==> src/rtl/mem_pkg.sv <==
// Shared memory-port types: requester identity, arbiter states and default widths.
// Reused by the MMU, the memory model and the port arbiter.
package mem_pkg;

   localparam int unsigned MEM_AW = 64;
   localparam int unsigned MEM_DW = 64;

   typedef enum logic {
      OWN_IF = 1'b0,
      OWN_D  = 1'b1
   } owner_e;

   typedef enum logic [1:0] {
      IDLE  = 2'd0,
      ISSUE = 2'd1,
      WAIT  = 2'd2,
      RESP  = 2'd3
   } arb_state_e;

   // Two-way round-robin pick: on a tie the side not served last wins.
   function automatic owner_e rr_pick(input logic   req_if,
                                      input logic   req_d,
                                      input owner_e last_owner);
      owner_e pick;
      pick = OWN_IF;
      if (req_if && req_d) begin
         if (last_owner == OWN_IF) pick = OWN_D;
         else                      pick = OWN_IF;
      end else if (req_d) begin
         pick = OWN_D;
      end
      return pick;
   endfunction

endpackage

==> src/rtl/mem_port_arbiter_rr_arb2.sv <==
// Two-requester round-robin picker holding the last-served owner.
// Shared with the data cache refill path.
module rr_arb2
   import mem_pkg::*;
(
   input  logic   clk_i,
   input  logic   rst_n_i,
   input  logic   req_if_i,
   input  logic   req_d_i,
   input  logic   update_i,
   input  owner_e served_i,
   output logic   valid_o,
   output owner_e pick_o
);

   owner_e last_q;

   always_ff @(posedge clk_i or negedge rst_n_i) begin
      if (!rst_n_i) begin
         last_q <= OWN_IF;
      end else if (update_i) begin
         last_q <= served_i;
      end
   end

   always_comb begin
      valid_o = req_if_i | req_d_i;
      pick_o  = rr_pick(req_if_i, req_d_i, last_q);
   end

endmodule

==> src/rtl/mem_port_arbiter.sv <==
// Shares one memory port between fetch/page-walk and data load/store,
// one outstanding transaction, registered grant and response.
module mem_port_arbiter
   import mem_pkg::*;
#(
   parameter int unsigned AW = MEM_AW,
   parameter int unsigned DW = MEM_DW,
   parameter int unsigned MW = DW / 8
) (
   input  logic          clk,
   input  logic          rst,

   input  logic          if_req,
   input  logic [AW-1:0] if_addr,
   output logic          if_gnt,
   output logic          if_rvalid,
   output logic [DW-1:0] if_rdata,

   input  logic          d_req,
   input  logic          d_we,
   input  logic [AW-1:0] d_addr,
   input  logic [DW-1:0] d_wdata,
   input  logic [MW-1:0] d_wmask,
   output logic          d_gnt,
   output logic          d_rvalid,
   output logic [DW-1:0] d_rdata,

   output logic          mem_req,
   output logic          mem_we,
   output logic [AW-1:0] mem_addr,
   output logic [DW-1:0] mem_wdata,
   output logic [MW-1:0] mem_wmask,
   input  logic          mem_ready,
   input  logic          mem_rvalid,
   input  logic [DW-1:0] mem_rdata,

   output logic          busy,
   output logic          proto_err
);

   arb_state_e    state_q;
   owner_e        owner_q;
   logic [AW-1:0] addr_q;
   logic          we_q;
   logic [DW-1:0] wdata_q;
   logic [MW-1:0] wmask_q;
   logic          mem_req_q;
   logic          if_gnt_q, d_gnt_q;
   logic          if_rvalid_q, d_rvalid_q;
   logic [DW-1:0] if_rdata_q, d_rdata_q;
   logic          busy_q;
   logic          proto_err_q;

   logic          arb_valid;
   owner_e        arb_pick;
   logic          resp_take;
   logic          stray;
   logic [DW-1:0] rdata_d;

   rr_arb2 u_rr (
      .clk_i    (clk),
      .rst_n_i  (rst),
      .req_if_i (if_req),
      .req_d_i  (d_req),
      .update_i (state_q == RESP),
      .served_i (owner_q),
      .valid_o  (arb_valid),
      .pick_o   (arb_pick)
   );

   // A completion is taken in WAIT, or in ISSUE when it coincides with ready.
   always_comb begin
      resp_take = 1'b0;
      stray     = 1'b0;
      rdata_d   = mem_rdata;
      if (we_q) rdata_d = '0;
      case (state_q)
         IDLE:    stray     = mem_rvalid;
         ISSUE: begin
            resp_take = mem_ready && mem_rvalid;
            stray     = !mem_ready && mem_rvalid;
         end
         WAIT:    resp_take = mem_rvalid;
         default: ;
      endcase
   end

   always_ff @(posedge clk or negedge rst) begin
      if (!rst) begin
         state_q     <= IDLE;
         owner_q     <= OWN_IF;
         addr_q      <= '0;
         we_q        <= 1'b0;
         wdata_q     <= '0;
         wmask_q     <= '0;
         mem_req_q   <= 1'b0;
         if_gnt_q    <= 1'b0;
         d_gnt_q     <= 1'b0;
         if_rvalid_q <= 1'b0;
         d_rvalid_q  <= 1'b0;
         if_rdata_q  <= '0;
         d_rdata_q   <= '0;
         busy_q      <= 1'b0;
         proto_err_q <= 1'b0;
      end else begin
         if_gnt_q    <= 1'b0;
         d_gnt_q     <= 1'b0;
         if_rvalid_q <= 1'b0;
         d_rvalid_q  <= 1'b0;

         if (stray) proto_err_q <= 1'b1;

         if (resp_take) begin
            if (owner_q == OWN_D) begin
               d_rdata_q  <= rdata_d;
               d_rvalid_q <= 1'b1;
            end else begin
               if_rdata_q  <= rdata_d;
               if_rvalid_q <= 1'b1;
            end
         end

         case (state_q)
            IDLE: begin
               if (arb_valid) begin
                  owner_q   <= arb_pick;
                  state_q   <= ISSUE;
                  busy_q    <= 1'b1;
                  mem_req_q <= 1'b1;
                  if (arb_pick == OWN_D) begin
                     addr_q  <= d_addr;
                     we_q    <= d_we;
                     wdata_q <= d_wdata;
                     wmask_q <= d_wmask;
                     d_gnt_q <= 1'b1;
                  end else begin
                     addr_q   <= if_addr;
                     we_q     <= 1'b0;
                     wdata_q  <= '0;
                     wmask_q  <= '0;
                     if_gnt_q <= 1'b1;
                  end
               end
            end
            ISSUE: begin
               if (mem_ready) begin
                  mem_req_q <= 1'b0;
                  if (mem_rvalid) state_q <= RESP;
                  else            state_q <= WAIT;
               end
            end
            WAIT: begin
               if (mem_rvalid) state_q <= RESP;
            end
            RESP: begin
               state_q <= IDLE;
               busy_q  <= 1'b0;
            end
            default: state_q <= IDLE;
         endcase
      end
   end

   assign if_gnt    = if_gnt_q;
   assign if_rvalid = if_rvalid_q;
   assign if_rdata  = if_rdata_q;
   assign d_gnt     = d_gnt_q;
   assign d_rvalid  = d_rvalid_q;
   assign d_rdata   = d_rdata_q;
   assign mem_req   = mem_req_q;
   assign mem_we    = we_q;
   assign mem_addr  = addr_q;
   assign mem_wdata = wdata_q;
   assign mem_wmask = wmask_q;
   assign busy      = busy_q;
   assign proto_err = proto_err_q;

endmodule

==> config.mk <==
export PLATFORM = sky130hd
export DESIGN_NAME = mem_port_arbiter
export DESIGN_NICKNAME = d
export VERILOG_FILES = /design/src/rtl/mem_pkg.sv /design/src/rtl/mem_port_arbiter_rr_arb2.sv /design/src/rtl/mem_port_arbiter.sv
export SDC_FILE = /design/constraint.sdc
export NUM_CORES = 1
export LEC_CHECK = 0
export CAP_MARGIN = 10
export CORE_AREA = 2 2 211 213
export CTS_CLUSTER_DIAMETER = 120
export DETAILED_ROUTE_END_ITERATION = 6
export DIE_AREA = 0 0 213 215
export PLACE_DENSITY = 0.58
export SYNTH_ARGS = -nofsm -noshare
export SYNTH_HDL_FRONTEND = slang
export SYNTH_SLANG_ARGS = --single-unit
==> constraint.sdc <==
create_clock -name clk -period 3.18 [get_ports clk]
set_input_delay 0.318 -clock clk [delete_from_list [all_inputs] [get_ports clk]]
set_output_delay 0.318 -clock clk [all_outputs]
set_load 0.005 [all_outputs]
=== Word level (Yosys, flattened, before mapping) ===
Index checks and enable logic that the tools add are counted.

* Equal/unequal tests: 6
* Multiplexer cells: 29
* Bitwise operators: 2
* Reductions and logical operators: 13

{| class="wikitable"
|+ Operators by type and width
! operator !! count
|-
| $mux 64 || 3
|-
| $mux 1 || 17
|-
| $mux 8 || 1
|-
| $pmux 1 s2 || 4
|-
| $pmux 2 s4 || 1
|-
| $reduce_and 2->1 || 4
|-
| $mux 2 || 3
|-
| $ne 2x2->1 const B || 3
|-
| $reduce_and 3->1 || 2
|-
| $eq 2x2->1 const B || 2
|-
| $reduce_bool 2->1 || 2
|-
| $logic_and 1x1->1 || 3
|-
| $eq 2x1->1 const B || 1
|-
| $logic_not 2->1 || 1
|-
| $logic_not 1->1 || 1
|-
| $not 1->1 || 1
|-
| $or 1x1->1 || 1
|}

* Register bits after elaboration: 276
* Output and inout port bits: 272

=== Depth between registers and ports, before layout ===
* Word-level depth: 5
* Mapped depth: 7
* Depth with buffers taken out: 5

=== By module ===
Synthesis repeated with hierarchy kept, for this count alone.

* Cell total of the unflattened synthesis: 984
* Area total of the unflattened synthesis: 11543.6 um^2

{| class="wikitable"
|+ Modules (own cells, without submodules)
! module !! times used !! cells an instance !! area each (um^2) !! seq. area each (um^2)
|-
| mem_port_arbiter || 1 || 980 || 11489.8 || 6881.6
|-
| rr_arb2 || 1 || 4 || 53.8 || 25.0
|}

=== Worst setup path before layout ===
Ideal clock, no wire load.

* Kind: flip-flop to flip-flop
* From: register state_q[0]
* To: register d_rdata_q[14] (netlist: d_rdata[14])
* Setup time: 0.125 ns
* Arrival: 1.678 ns
* Data required time: 3.055 ns
* Path slack: 1.378 ns
* Stages on the path, launching flop included: 8
* Clock period less this slack: 1.802 ns
* Cell sequence: dfrtp_1 > inv_1 > ha_1 > nand2_1 > nor3b_2 > buf_4 > buf_6 > mux2_2

* Longest elaborated chain between the ends: 3
* Elaborated cells on any way between the ends: 4

{| class="wikitable"
|+ Ends and longest elaborated chain
! what !! RTL line !! source
|-
| start, declared || mem_port_arbiter.sv:41 || <nowiki>arb_state_e state_q;</nowiki>
|-
| start signal, assigned || mem_port_arbiter.sv:90 || <nowiki>state_q <= IDLE;</nowiki>
|-
| start signal, assigned || mem_port_arbiter.sv:127 || <nowiki>state_q <= ISSUE;</nowiki>
|-
| start signal, assigned || mem_port_arbiter.sv:148 || <nowiki>if (mem_rvalid) state_q <= RESP;</nowiki>
|-
| $eq 2x2->1 / $eq 2x1->1 (equally long branches) || mem_port_arbiter.sv:77 || <nowiki>case (state_q)</nowiki>
|-
| $pmux 1 s2 (*) || mem_port_arbiter.sv:77 ||
|-
| $reduce_and 2->1 (no line) (*) || -- ||
|-
| end signal, assigned || mem_port_arbiter.sv:115 || <nowiki>d_rdata_q <= rdata_d;</nowiki>
|-
| end, declared || mem_port_arbiter.sv:50 || <nowiki>logic [DW-1:0] if_rdata_q, d_rdata_q;</nowiki>
|}

Every way passes the cells marked *; elsewhere a longest branch is shown, timed or not.
A chain may end at the register's enable or synchronous reset.

=== Worst setup path after layout ===
* From: register we_q (netlist: mem_we)
* To: output port mem_we

{| class="wikitable"
|+ RTL lines
! what !! RTL line !! source
|-
| start, declared || mem_port_arbiter.sv:44 || <nowiki>logic we_q;</nowiki>
|-
| start signal, assigned || mem_port_arbiter.sv:132 || <nowiki>we_q <= d_we;</nowiki>
|-
| end, declared || mem_port_arbiter.sv:29 || <nowiki>output logic mem_we,</nowiki>
|}

No word-level cell between the ends.

==> results.py <==
metrics = {
    "outcome": {
        "outcome": "completed",
    },
    "clock_network": {
        "insertion_delay_ns": 0.53,
        "path_clk_slew_ns": 0.06,
        "holdBufCountCts": 1,
        "cts.path.max_buffers": 3,
        "cts_resized": 0,
        "cts_sinks": 276,
        "postCtsSetupBuffers": 0,
        "cts_tree": "built",
        "htree_num_levels": 2,
        "cts_root_buf": "clkbuf_16",
        "cts_buffers": 34,
    },
    "timing": {
        "tightest_slew_ns": 0.787,
        "maxSlewHeadroom_pct": 47.6,
        "period_share_pct": 69.2,
        "slew_violations": 0,
        "maxClockFrequency_mhz": 454,
        "setup_tns_ns": 0,
        "setup_viol": 0,
        "hold_viol_final": 0,
        "period_needed_ns": 2.20,
        "fin_skew_ns": 0.0168,
        "rsz0062_at_grt": "no",
    },
    "place": {
        "gp_congestion": 0.771,
        "dp_cells": 1860,
        "io_buffers": 542,
        "dpl.hpwl_um": 27400,
    },
    "routing": {
        "drt_wl_total_um": 38100,
        "drcViolationCount": 0,
        "vias": 8612,
        "dr.pass1.iters": 4,
        "viasPerCell": 4.49,
        "drtIter0Drc": 437,
        "post_drt_wl_per_cell_um": 19.9,
        "drtAntennaViolNets": 0,
    },
    "setup_path": {
        "critPathCaptureType": "output port",
        "cp-start-kind": "flop",
        "cp.buffers_inverters": 1,
        "cp_slowest_cell": "dfrtp_2",
        "critPathKind": "flop to output port",
        "path_cells": "clkdlybuf4s50_1",
        "path_delay_family": "flip-flops",
        "critPathMaxFanout": 26,
        "crit_path_max_incr_delay_ns": 0.75,
        "worstPathRequired_ns": 2.86,
        "arrival_ns": 1.88,
    },
    "synth": {
        "synth_nets": 1046,
        "synth.most_common_cell": "dfrtp_1",
        "post-synth-top-area-fraction_pct": 62.2,
        "yosysWarnings": 0,
        "synth.area.top_cells": "dfrtp_1 62%, mux2_2 11%, a221o_1 5.8%",
        "synth_flop_cell": "dfrtp_1",
        "synth_edf_count": 0,
        "seq_area_frac_synth_pct": 62.2,
        "synthesis.area_um2": 11100,
        "ys_types": 28,
        "syn_inst": 769,
        "synth_commonest_cells": "276 x dfrtp_1, 107 x mux2_2, 73 x a22o_1",
        "syn_avg_cell_area_um2": 14.4,
        "synthArstFlopShare_pct": 100,
        "synth-seq-cells": 276,
        "yosysTopAreaCell": "dfrtp_1",
    },
    "global_route": {
        "grt_antenna_before_repair": 5,
        "grt_pass1_wl_um": 57000,
        "grt_pass1_vias": 9330,
        "grt_max_degree": 124,
        "overflow": 0,
        "track_usage_pct": 16.4,
    },
    "hold_path": {
        "hold_path_class": "input pin to flop",
    },
    "die": {
        "die_w_um": 213,
        "num_rows": 77,
        "design.core.area_um2": 43600,
        "initial_utilization_pct": 25.4,
        "ioPinCount": 543,
        "dieArea_um2": 45800,
        "fp.dieH_um": 215,
    },
    "power": {
        "power_leakage_nw": 7.77,
        "irDropWorstVdd_mv": 0.380,
        "powerDensity_nw_per_um2": 922,
        "totalPowerFinal_mw": 16.9,
    },
    "job": {
        "cap_violations": 0,
    },
    "layout": {
        "drive_gt1_share_pct": 13.6,
        "final_cells": 1920,
        "nets": 1582,
        "areaGrowthSynthToFinish_pct": 65.2,
        "nFillCells": 4086,
    },
}
==> registers in the layout, summed over array words and instances (netlist names) <==
signal / cells
if_rdata: 64
if_rvalid: 1
busy: 1
mem_wmask: 8
d_rdata: 64
proto_err: 1
mem_we: 1
mem_wdata: 64
mem_addr: 64
if_gnt: 1
d_gnt: 1
d_rvalid: 1
u_rr.last_q: 1
owner_q: 1
mem_req: 1
state_q: 2
==> report_power, final <==
group          total (mW)  switching, mW  leakage (nW)  internal [mW]
Clock                3.98           1.51         0.562           2.47
Sequential           5.93          0.882          3.48           5.05
Combinational        7.00           2.53          3.73           4.47
==> layer usage <==
layer	part of all wire [%]	up-vias	global-route usage [%]
li1	-	3877	-
met1	39	4267	18.8
met2	49	391	27.9
met3	9.1	73	5.86
met4	3.4	4	6.20
met5	0.060	-	0
==> path summary, 6_finish.rpt <==
path / startpoint / to / slack (ns) / cells after the start
worst max-delay path: mem_we$_DFFE_PN0P_ / mem_we / 0.98 / 1
worst min-delay path: d_wdata[24] / mem_wdata[24]$_DFFE_PN0P_ / 0.39 / 2
worst max register to register: state_q[0]$_DFFE_PN0P_ / d_rdata[2]$_DFFE_PN0P_ / 1.04 / 6
worst min register to register: proto_err$_DFFE_PN0P_ / proto_err$_DFFE_PN0P_ / 0.48 / 1
max in group asynchronous: rst / mem_addr[1]$_DFFE_PN0P_ / 1.84 / 3
min in group asynchronous: rst / if_rdata[51]$_DFFE_PN0P_ / 0.46 / 2
==> stage by stage <==
stage          utilization [%]  setup slack [ns]  cell area (um2)  hold slack (ns)
2_1_floorplan                -              1.38            11100           0.0224
3_3_place_gp              39.4              1.03            17200            0.436
3_5_place_dp              39.4             0.999            17200            0.434
4_1_cts                   42.0             0.928            18300            0.342
5_1_grt                   42.0             0.855            18300            0.358
6_report                  42.0             0.978            18300            0.390
==> worst reg2reg max path: cells and delay by family (launching register included) <==
family / cells / cell delay (ns)
adders and majority gates: 1 / 0.33
buffers and inverters: 2 / 0.42
DFF: 1 / 0.42
muxes: 1 / 0.46
and+or+nand+nor: 2 / 0.40
==> layout by cell type, fill, tap and decap left out, types with 22 or more instances in the layout <==
master,n
dfrtp_1,275
and2_1,32
a22o_1,73
clkbuf_16,37
clkdlybuf4s50_1,541
nor2b_1,66
a221o_1,64
and2_0,32
mux2_1,22
mux2_2,107
==> cell type report <==
class,count,area (um2),share of cell area (%)
diodes,1,2.50,0.0136
flip-flops and latches,276,6910,37.7
clock buffers,49,1020,5.57
clock inverters,9,126,0.689
inverters,6,22.5,0.123
repair buffers,558,5680,31.0
multi-input cells,429,3840,20.9
well taps,592,741,4.04
==> cell families (layout without fill, tap and decap cells) <==
group | count (synthesis) | after routing | share of synthesized area, %
buf+inv | 64 | 622 | 3.52
simple gates | 139 | 139 | 7.79
compound gates | 155 | 155 | 12.7
mux | 129 | 129 | 13.1
flops | 276 | 276 | 62.2
fa+ha+maj | 6 | 6 | 0.676
other cells | 0 | 1 | 0
No activity file was read; power rests on OpenSTA's default activity.
